<file path="src/rtl/calc_pkg.sv">
// rtl/calc_pkg.sv - shared state encoding, op constants and helpers for the calculator sequencer
package calc_pkg;

    typedef enum logic [2:0] {
        ST_ENTRY    = 3'd0,
        ST_GRANT    = 3'd1,
        ST_SHOW     = 3'd2,
        ST_CONFLICT = 3'd3,
        ST_ERROR    = 3'd4
    } state_t;

    localparam logic [4:0] OP_NONE = 5'b00000;

    function automatic logic onehot5(input logic [4:0] v);
        return (v != 5'b00000) && ((v & (v - 5'd1)) == 5'b00000);
    endfunction

endpackage

</file>
<file path="src/rtl/calc_debounce.sv">
// rtl/calc_debounce.sv - 2-flop synchronizer, saturating debounce counter and rising-edge pulse
module calc_debounce #(
    parameter int DEB_CYC = 1_000_000,
    parameter int DEB_W   = 20
) (
    input  logic clock,
    input  logic rst,
    input  logic raw,
    output logic level,
    output logic rise
);

    localparam logic [DEB_W-1:0] CNT_MAX = DEB_W'(DEB_CYC);

    logic [1:0]       sync_q;
    logic             prev_q;
    logic [DEB_W-1:0] cnt_q, cnt_d;
    logic             level_q, level_d;
    logic             rise_q, rise_d;

    // Level follows the synced input in the same cycle the counter saturates,
    // giving a raw-to-level latency of 2 + DEB_CYC + 1 cycles.
    always_comb begin
        cnt_d = cnt_q;
        if (sync_q[1] != prev_q) begin
            cnt_d = '0;
        end else if (cnt_q != CNT_MAX) begin
            cnt_d = cnt_q + DEB_W'(1);
        end
        level_d = (cnt_d == CNT_MAX) ? sync_q[1] : level_q;
        rise_d  = level_d & ~level_q;
    end

    always_ff @(posedge clock or negedge rst) begin
        if (!rst) begin
            sync_q  <= 2'b00;
            prev_q  <= 1'b0;
            cnt_q   <= '0;
            level_q <= 1'b0;
            rise_q  <= 1'b0;
        end else begin
            sync_q  <= {sync_q[0], raw};
            prev_q  <= sync_q[1];
            cnt_q   <= cnt_d;
            level_q <= level_d;
            rise_q  <= rise_d;
        end
    end

    assign level = level_q;
    assign rise  = rise_q;

endmodule

</file>
<file path="src/rtl/calc_sequencer.sv">
// rtl/calc_sequencer.sv - input conditioning and entry/grant/show/conflict/error sequencing
module calc_sequencer
    import calc_pkg::*;
#(
    parameter int DEB_CYC = 1_000_000,
    parameter int DEB_W   = 20
) (
    input  logic       clock,
    input  logic       rst,
    input  logic [3:0] btn,
    input  logic [4:0] sw,
    input  logic       dp_error,
    output logic [3:0] digit_inc,
    output logic       digit_clr,
    output logic [4:0] op_sel,
    output logic       result_valid,
    output logic       err_show,
    output logic       disp_blank,
    output logic [2:0] state_dbg
);

    logic [3:0] btn_lvl, btn_rise;
    logic [4:0] sw_lvl, sw_rise;

    for (genvar i = 0; i < 4; i++) begin : g_btn
        calc_debounce #(.DEB_CYC(DEB_CYC), .DEB_W(DEB_W)) u_deb (
            .clock(clock), .rst(rst), .raw(btn[i]), .level(btn_lvl[i]), .rise(btn_rise[i])
        );
    end

    for (genvar i = 0; i < 5; i++) begin : g_sw
        calc_debounce #(.DEB_CYC(DEB_CYC), .DEB_W(DEB_W)) u_deb (
            .clock(clock), .rst(rst), .raw(sw[i]), .level(sw_lvl[i]), .rise(sw_rise[i])
        );
    end

    logic unused_deb;
    assign unused_deb = ^{btn_lvl, sw_rise};

    state_t     state_q, state_d;
    logic [4:0] op_sel_q, op_sel_d;
    logic [3:0] digit_inc_q, digit_inc_d;
    logic       digit_clr_q, digit_clr_d;
    logic       result_valid_q, result_valid_d;
    logic       err_show_q, err_show_d;
    logic       disp_blank_q, disp_blank_d;

    always_comb begin
        state_d     = state_q;
        op_sel_d    = op_sel_q;
        digit_inc_d = 4'b0000;
        digit_clr_d = 1'b0;
        case (state_q)
            ST_ENTRY: begin
                if (sw_lvl == OP_NONE) begin
                    digit_inc_d = btn_rise;
                end else if (onehot5(sw_lvl)) begin
                    // A grant in the same cycle as a button edge drops that edge.
                    state_d  = ST_GRANT;
                    op_sel_d = sw_lvl;
                end else begin
                    state_d  = ST_CONFLICT;
                    op_sel_d = OP_NONE;
                end
            end
            ST_GRANT: begin
                state_d = dp_error ? ST_ERROR : ST_SHOW;
            end
            ST_SHOW: begin
                if (dp_error) begin
                    state_d = ST_ERROR;
                end else if (sw_lvl == OP_NONE) begin
                    state_d  = ST_ENTRY;
                    op_sel_d = OP_NONE;
                end else if (!onehot5(sw_lvl)) begin
                    state_d  = ST_CONFLICT;
                    op_sel_d = OP_NONE;
                end else if (sw_lvl != op_sel_q) begin
                    state_d  = ST_GRANT;
                    op_sel_d = sw_lvl;
                end
            end
            ST_CONFLICT: begin
                op_sel_d = OP_NONE;
                if (sw_lvl == OP_NONE) begin
                    state_d = ST_ENTRY;
                end
            end
            ST_ERROR: begin
                if (sw_lvl == OP_NONE) begin
                    state_d     = ST_ENTRY;
                    op_sel_d    = OP_NONE;
                    digit_clr_d = 1'b1;
                end
            end
            default: begin
                state_d  = ST_ENTRY;
                op_sel_d = OP_NONE;
            end
        endcase
        result_valid_d = (state_d == ST_SHOW);
        err_show_d     = (state_d == ST_ERROR);
        disp_blank_d   = (state_d == ST_CONFLICT);
    end

    always_ff @(posedge clock or negedge rst) begin
        if (!rst) begin
            state_q        <= ST_ENTRY;
            op_sel_q       <= OP_NONE;
            digit_inc_q    <= 4'b0000;
            digit_clr_q    <= 1'b0;
            result_valid_q <= 1'b0;
            err_show_q     <= 1'b0;
            disp_blank_q   <= 1'b0;
        end else begin
            state_q        <= state_d;
            op_sel_q       <= op_sel_d;
            digit_inc_q    <= digit_inc_d;
            digit_clr_q    <= digit_clr_d;
            result_valid_q <= result_valid_d;
            err_show_q     <= err_show_d;
            disp_blank_q   <= disp_blank_d;
        end
    end

    assign digit_inc    = digit_inc_q;
    assign digit_clr    = digit_clr_q;
    assign op_sel       = op_sel_q;
    assign result_valid = result_valid_q;
    assign err_show     = err_show_q;
    assign disp_blank   = disp_blank_q;
    assign state_dbg    = state_q;

endmodule
</file>
<file path="config.mk">
export PLATFORM = sky130hd
export DESIGN_NAME = calc_sequencer
export DESIGN_NICKNAME = d
export VERILOG_FILES = /design/src/rtl/calc_pkg.sv /design/src/rtl/calc_debounce.sv /design/src/rtl/calc_sequencer.sv
export SDC_FILE = /design/constraint.sdc
export NUM_CORES = 1
export LEC_CHECK = 0
export ABC_CLOCK_PERIOD_IN_PS = 3600
export CELL_PAD_IN_SITES_DETAIL_PLACEMENT = 1
export CELL_PAD_IN_SITES_GLOBAL_PLACEMENT = 2
export CORE_ASPECT_RATIO = 1.25
export CORE_MARGIN = 1
export CORE_UTILIZATION = 41
export DETAILED_ROUTE_END_ITERATION = 16
export GPL_TIMING_DRIVEN = 0
export PLACE_DENSITY = 0.79
export SETUP_SLACK_MARGIN = 0.02
export SYNTH_ARGS = -nofsm -noshare
export SYNTH_HDL_FRONTEND = slang
export SYNTH_SLANG_ARGS = --single-unit
</file>
<file path="constraint.sdc">
create_clock -name clock -period 3.6 [get_ports clock]
set_input_delay 0.72 -clock clock [delete_from_list [all_inputs] [get_ports clock]]
set_output_delay 0.72 -clock clock [all_outputs]
set_load 0.05 [all_outputs]
</file>
==> flow_summary.yaml <==
status:
  outcome: "completed"
yosys:
  syn-num-nets: 1367
  yosysWarningCount: 0
  ys_ff_latch: 236
  synth_flop_cell: "dfrtp_1"
  syn_avg_cell_area_um2: 9.604
  ys_seq_area_share_pct: 45.99
  synth_cell_type_count: 77
  synth_edf_count: 0
  synth_cells: 1337
  async_reset_ff_share_pct: 100.0
  syn_area_um2: 12840
timing:
  period_share_pct: 88.75
  whs_ns: 0.3467
  setup_ws_ns: 0.4048
  finalClockSkew_ns: 0.008108
  fmax_ghz: 0.3130
  drv_slew: 0
  fin_setup_tns_ns: 0
  grt_setup_unrepaired: "no"
  timing.final.hold_violations: 0
  max_slew_margin_pct: 33.05
  worst_pin_slew_ns: 0.9951
  setup_viol_count_final: 0
  min_period_ns: 3.195
clock_network:
  cts_buffer_depth: 3
  cts_tree: "yes"
  numCtsBuffers: 27
  cts_resized: 0
  clkLatencyLatePin_ns: 0.54
  clock-sinks: 236
  clock-root-buffer: "clkbuf_16"
  path_clk_slew_ns: 0.06
  h-tree-depth: 1
worst_setup_path:
  crit-reg2reg-launch: "g_btn[0].u_deb.cnt_q[0]"
  worstPathCellList: "ha_1 -> clkbuf_1 -> nand3_1 -> nor4_1 -> nand4_1 -> mux2i_1 -> and4b_1 -> nand4_1 -> mux2_1"
  slowest_delay_ns: 0.69
  critPathMaxFanout: 9
  crit_slowest_cell: "nor4_1"
  cp_num_buf_inv: 1
  critPathLaunchType: "register"
  r2r_cells: 9
  cpMostUsedCell: "nand4_1"
  cp.arrival_ns: 3.62
  required_ns: 4.02
  reg2reg_to: "g_btn[0].u_deb.level"
  setup.worst_path.end_class: "register"
  crit_type: "reg -> reg"
  r2r_slack_ns: 0.40
  crit_family: "simple AND/OR/NAND/NOR gates"
min_path:
  min_from: "g_sw[0].u_deb.sync_q[0]"
  holdPathStages: 0
  min_path_type: "reg -> reg"
  hold_end: "g_sw[0].u_deb.sync_q[1]"
routing:
  firstDrtPassIters: 4
  routed_wl_um: 31600
  drt_iter0_drc: 476
  wl_per_cell_um: 17.34
  vias: 10060
  drc_errors: 0
  drt.antenna.violating_nets: 0
  viasPerCell: 5.522
floorplan:
  initial_utilization_pct: 41.56
  ios: 28
  die_x_um: 160.3
  dieArea_um2: 32040
  rows: 72
  core-area_um2: 30900
  die_height_um: 199.9
cells_and_area:
  stdcell_count: 1822
  num-fill-cells: 3518
  final_nets: 1428
  drive_gt1_share_pct: 7.072
  fin_util_pct: 47.20
  areaGrowthSynthToFinish_pct: 13.58
  fin_area_um2: 14590
place:
  port_buffers: 27
  hpwl_um: 22260
  dp.cells: 1775
  placed_area_um2: 13700
  gp_congestion: 0.7902
  dp_slack_ns: 0.3500
power:
  p_clk_share_pct: 45.7
  switching_share_pct: 24.61
  p_int_mw: 4.557
  total_power_mw: 6.045
  p_seq_share_pct: 46.4
  power.density_nw_per_um2: 414.4
  leakage_nw: 6.030
  switchingPower_mw: 1.488
  vdd_ir_drop_max_mv: 0.3172
  combPwrFrac_pct: 7.9
grt:
  antenna_found_initial: 0
  grt_pass1_wl_um: 54710
  grt_max_degree: 117
  track_usage_pct: 20.63
  grt_overflow: 0
  grt_pass1_vias: 10660
job:
  max-cap-violations: 0
## flip-flops by register name, summed over array words and instances, names as in the netlist
signal              flops
g_btn.u_deb.cnt_q      80
digit_inc               4
digit_clr               1
g_btn.u_deb.level       4
g_btn.u_deb.sync_q      8
g_sw.u_deb.cnt_q      100
g_sw.u_deb.prev_q       5
op_sel                  5
disp_blank              1
g_btn.u_deb.prev_q      4
result_valid            1
g_sw.u_deb.level        5
state_dbg               3
err_show                1
g_btn.u_deb.rise        4
g_sw.u_deb.sync_q      10
## power by group through the flow
stage | clock [mW] | combinational [mW] | sequential (mW)
2_1_floorplan | 0 | 0.299 | 2.83
3_3_place_gp | 0 | 0.466 | 2.85
3_5_place_dp | 0 | 0.488 | 2.85
4_1_cts | 2.87 | 0.493 | 2.80
5_1_grt | 2.96 | 0.550 | 2.82
6_report | 2.76 | 0.477 | 2.80
## logic make-up (layout without fill, tap and decap cells)
family	after synthesis	count (layout)	synth area share, %
simple gates	647	647	28.07
fa+ha+maj	19	19	1.832
xor+xnor	167	167	11.39
flops	236	236	45.99
other cells	0	1	0
mux	34	34	2.816
buf+inv	101	178	3.186
compound gates	133	133	6.714
## how the worst max path moves through the flow
stage	slack, ns	end	start	cells after the start
6_report	0.40	g_btn[0].u_deb.level	g_btn[0].u_deb.cnt_q[0]	9
5_1_grt	0.22	g_btn[0].u_deb.level	g_btn[0].u_deb.cnt_q[0]	9
4_1_cts	0.34	g_btn[0].u_deb.level	g_btn[0].u_deb.cnt_q[0]	9
3_5_place_dp	0.35	g_btn[0].u_deb.level	g_btn[0].u_deb.cnt_q[0]	9
3_3_place_gp	-8.71	g_btn[2].u_deb.cnt_q[19]	rst	1
2_1_floorplan	0.94	g_btn[3].u_deb.level	g_btn[3].u_deb.cnt_q[1]	8
## metal layers
metal	part of all wire (%)	track usage [%]	up-vias
met2	50	36.28	111
li1	-	-	4848
met3	2.4	2.128	44
met4	1.8	5.326	0
met1	46	27.18	5058
met5	0	0	-
## timing repair
item                      CTS  global route
buffers inserted            0             0
hold buffers                1             0
hold endpoints to repair    4             0
## Yosys cell counts, types with 5 or more instances
master | instances | area (um2)
inv_1 | 50 | 187.7
a31oi_1 | 13 | 81.33
and3_1 | 23 | 143.9
xnor2_1 | 84 | 735.7
nor4_2 | 8 | 100.1
mux2_2 | 7 | 78.83
mux2_1 | 6 | 67.56
mux2i_1 | 20 | 200.2
nor4_1 | 34 | 212.7
nor2b_1 | 6 | 37.54
nor2_1 | 186 | 698.2
buf_2 | 11 | 55.05
ha_1 | 18 | 225.2
nor4b_1 | 17 | 148.9
nand2_1 | 79 | 296.5
o31ai_1 | 6 | 45.04
nand4b_1 | 8 | 70.07
and4_1 | 17 | 148.9
nand3_1 | 77 | 385.4
and2_1 | 13 | 81.33
o21ai_0 | 27 | 135.1
dfrtp_1 | 236 | 5906
xor2_1 | 83 | 727.0
o211ai_1 | 7 | 52.55
nor3_1 | 43 | 215.2
nor3b_1 | 7 | 52.55
or3_1 | 21 | 131.4
nor4bb_1 | 5 | 50.05
or4_1 | 8 | 60.06
nand4_1 | 46 | 287.8
clkbuf_1 | 35 | 131.4
nand2b_1 | 14 | 87.58
a21oi_1 | 43 | 215.2
## area by class of cell
type	instances	area, um2	area share [%]
Multi-Input combinational cell	1000	6526	44.75
Clock buffer	38	767.0	5.259
Inverter	50	187.7	1.287
Tap cell	407	509.2	3.491
Sequential cell	236	5906	40.49
Clock inverter	7	110.1	0.7549
Buffer	51	221.5	1.518
Timing Repair Buffer	32	355.3	2.436
Antenna cell	1	2.502	0.01716
## cell usage in the layout, fill, tap and decap left out, types with 8 or more instances in the layout
master           Yosys  final
inv_1               50     50
a31oi_1             13     13
or3_1               21     21
nor2_1             186    186
and2_1              13     13
nand4b_1             8      8
a21oi_1             43     43
nand3_1             77     77
and4_1              17     17
nand2b_1            14     14
buf_2               11     11
nor4b_1             17     17
xnor2_1             84     84
or4_1                8      8
clkbuf_16            0     27
ha_1                18     18
mux2i_1             20     20
xor2_1              83     83
nor4_2               8      8
clkbuf_1            35     41
nand4_1             46     46
and3_1              23     23
clkdlybuf4s50_1      0     26
o21ai_0             27     27
nor3_1              43     43
nand2_1             79     79
nor4_1              34     34
dfrtp_1            236    236
No activity file was read; power rests on OpenSTA's default activity.
==> RTL edit, RTL diff (same settings) <==
`DEB_W` is set to 20 in 2 places; all go to 28.
--- a/src/rtl/calc_debounce.sv
+++ b/src/rtl/calc_debounce.sv
@@ -1,7 +1,7 @@
 // rtl/calc_debounce.sv - 2-flop synchronizer, saturating debounce counter and rising-edge pulse
 module calc_debounce #(
     parameter int DEB_CYC = 1_000_000,
-    parameter int DEB_W   = 20
+    parameter int DEB_W   = 28
 ) (
     input  logic clock,
     input  logic rst,
--- a/src/rtl/calc_sequencer.sv
+++ b/src/rtl/calc_sequencer.sv
@@ -3,7 +3,7 @@
     import calc_pkg::*;
 #(
     parameter int DEB_CYC = 1_000_000,
-    parameter int DEB_W   = 20
+    parameter int DEB_W   = 28
 ) (
     input  logic       clock,
     input  logic       rst,
Function: same outputs for any inputs over 10 cycles, from zero or initial values and one cycle with rst low; that may be too few to reach the edited logic, so the function may still have changed.
==> RTL edit against the unedited design <==
Final area is 31% higher. Area after synthesis is 31% higher. Power is 29% higher. Synthesized cell count is 35% higher. Worst setup slack worse by 0.14 ns. Hold slack worse by 0.17 ns. Sequential cell count is 72 higher. Wire length is 32% higher. Critical path type unchanged. Critical endpoint is now g_btn[3].u_deb.level$_DFF_PN0_.
==> RTL edit: results (changes against the unedited design) <==
[metrics] run status: finished, final reports clean
[metrics] Worst EP arrival: 3.73 ns (+0.11 ns)
[metrics] clock insertion delay at the later pin of the skew report: 0.52 ns (-0.02 ns)
[metrics] die outline area: 0.0419 sq mm (+31%)
[metrics] total combinational power: 507 uW (+6.3%)
[metrics] GRT Overall Usage: 20.6% (-0.057 points)
[metrics] via count of the first global-routing pass: 14190 (+33%)
[metrics] most frequent cells after synthesis: 308 x dfrtp_1, 296 x nor2_1, 134 x xnor2_1, 131 x xor2_1, 108 x nand3_1
[metrics] post-route clock skew: 0.0137 ns (+0.00561 ns)
[metrics] count of antenna diodes in the layout: 0 (-1)
[metrics] share of the final layout cell area in multi-input gates: 45.3% (+0.59 points)
[metrics] HPWL after detailed placement: 29.2 mm (+31%)
[metrics] number of placed cells counting well taps: 2382 (+34%)
[metrics] global-route wire length before repair: 71.5 mm (+31%)
[metrics] Inserted Clock Buffers: 36 (+33%)
[metrics] standby leakage power: 0.00757 uW (+26%)
[metrics] routability congestion estimate: 0.803 (+1.7%)
[metrics] # H-tree levels: 2 (+1)
[metrics] portion of the post-synthesis area used by sequential elements: 45.8% (-0.19 points)
[metrics] Final non-clock buffer share: 3.56% (-0.39 points)
[metrics] number of buffers other than clock buffers in the final layout: 114 (+37%)
[metrics] flip-flop and latch share of the layout cell area: 40.4% (-0.13 points)
[metrics] Distinct cells, synth: 75 (-2.6%)
[metrics] Starting DRT DRC Count: 426 (-11%)
[metrics] FF-to-FF setup slack: 0.26 ns (-0.14 ns)
[metrics] combinational share of power: 6.5% (-1.4 points)
[metrics] internal portion of total power: 5920 uW (+30%)
[metrics] Syn Nets: 1837 (+34%)
[metrics] r2r endpoint: g_btn[3].u_deb.level$_DFF_PN0_
[metrics] WL met2: 21.4 mm (+36%)
[metrics] total area of sequential cells: 0.00771 sq mm (+31%)
[metrics] Synth Area per Inst: 9.31 sq um (-3.0%)
[metrics] number of filler instances in the final layout: 4606 (+31%)
[metrics] start point of the critical path: g_btn[3].u_deb.cnt_q[7]$_DFF_PN0_
[metrics] clock buffer count: 52 (+37%)
[metrics] post-place instance area: 0.0178 sq mm (+30%)
## RTL edit: metal layers
layer | vias to the layer above | GRT usage (%)
met2 | 100 | 37.1
li1 | 6505 | -
met5 | - | 0
met1 | 6645 | 25.6
met3 | 52 | 2.64
met4 | 0 | 5.47
## RTL edit: critical path: stages, from the launching register on
cell      delay (ns)
dfrtp_1         0.32
clkbuf_1        0.32
nand4_1         0.20
nor4_1          0.87
nand4_1         0.22
xnor2_1         0.18
nor2b_1         0.14
nor4b_1         0.35
nand4_1         0.24
mux2_1          0.38
## RTL edit: kinds of logic after synthesis
| group | count (synthesis) | share of synthesized area (%) |
|---|---|---|
| simple gates | 917 | 29.0 |
| flops | 308 | 45.8 |
| xor+xnor | 265 | 13.8 |
| compound gates | 144 | 5.33 |
| buf+inv | 126 | 2.92 |
| mux | 25 | 1.58 |
| fa+ha+maj | 22 | 1.58 |
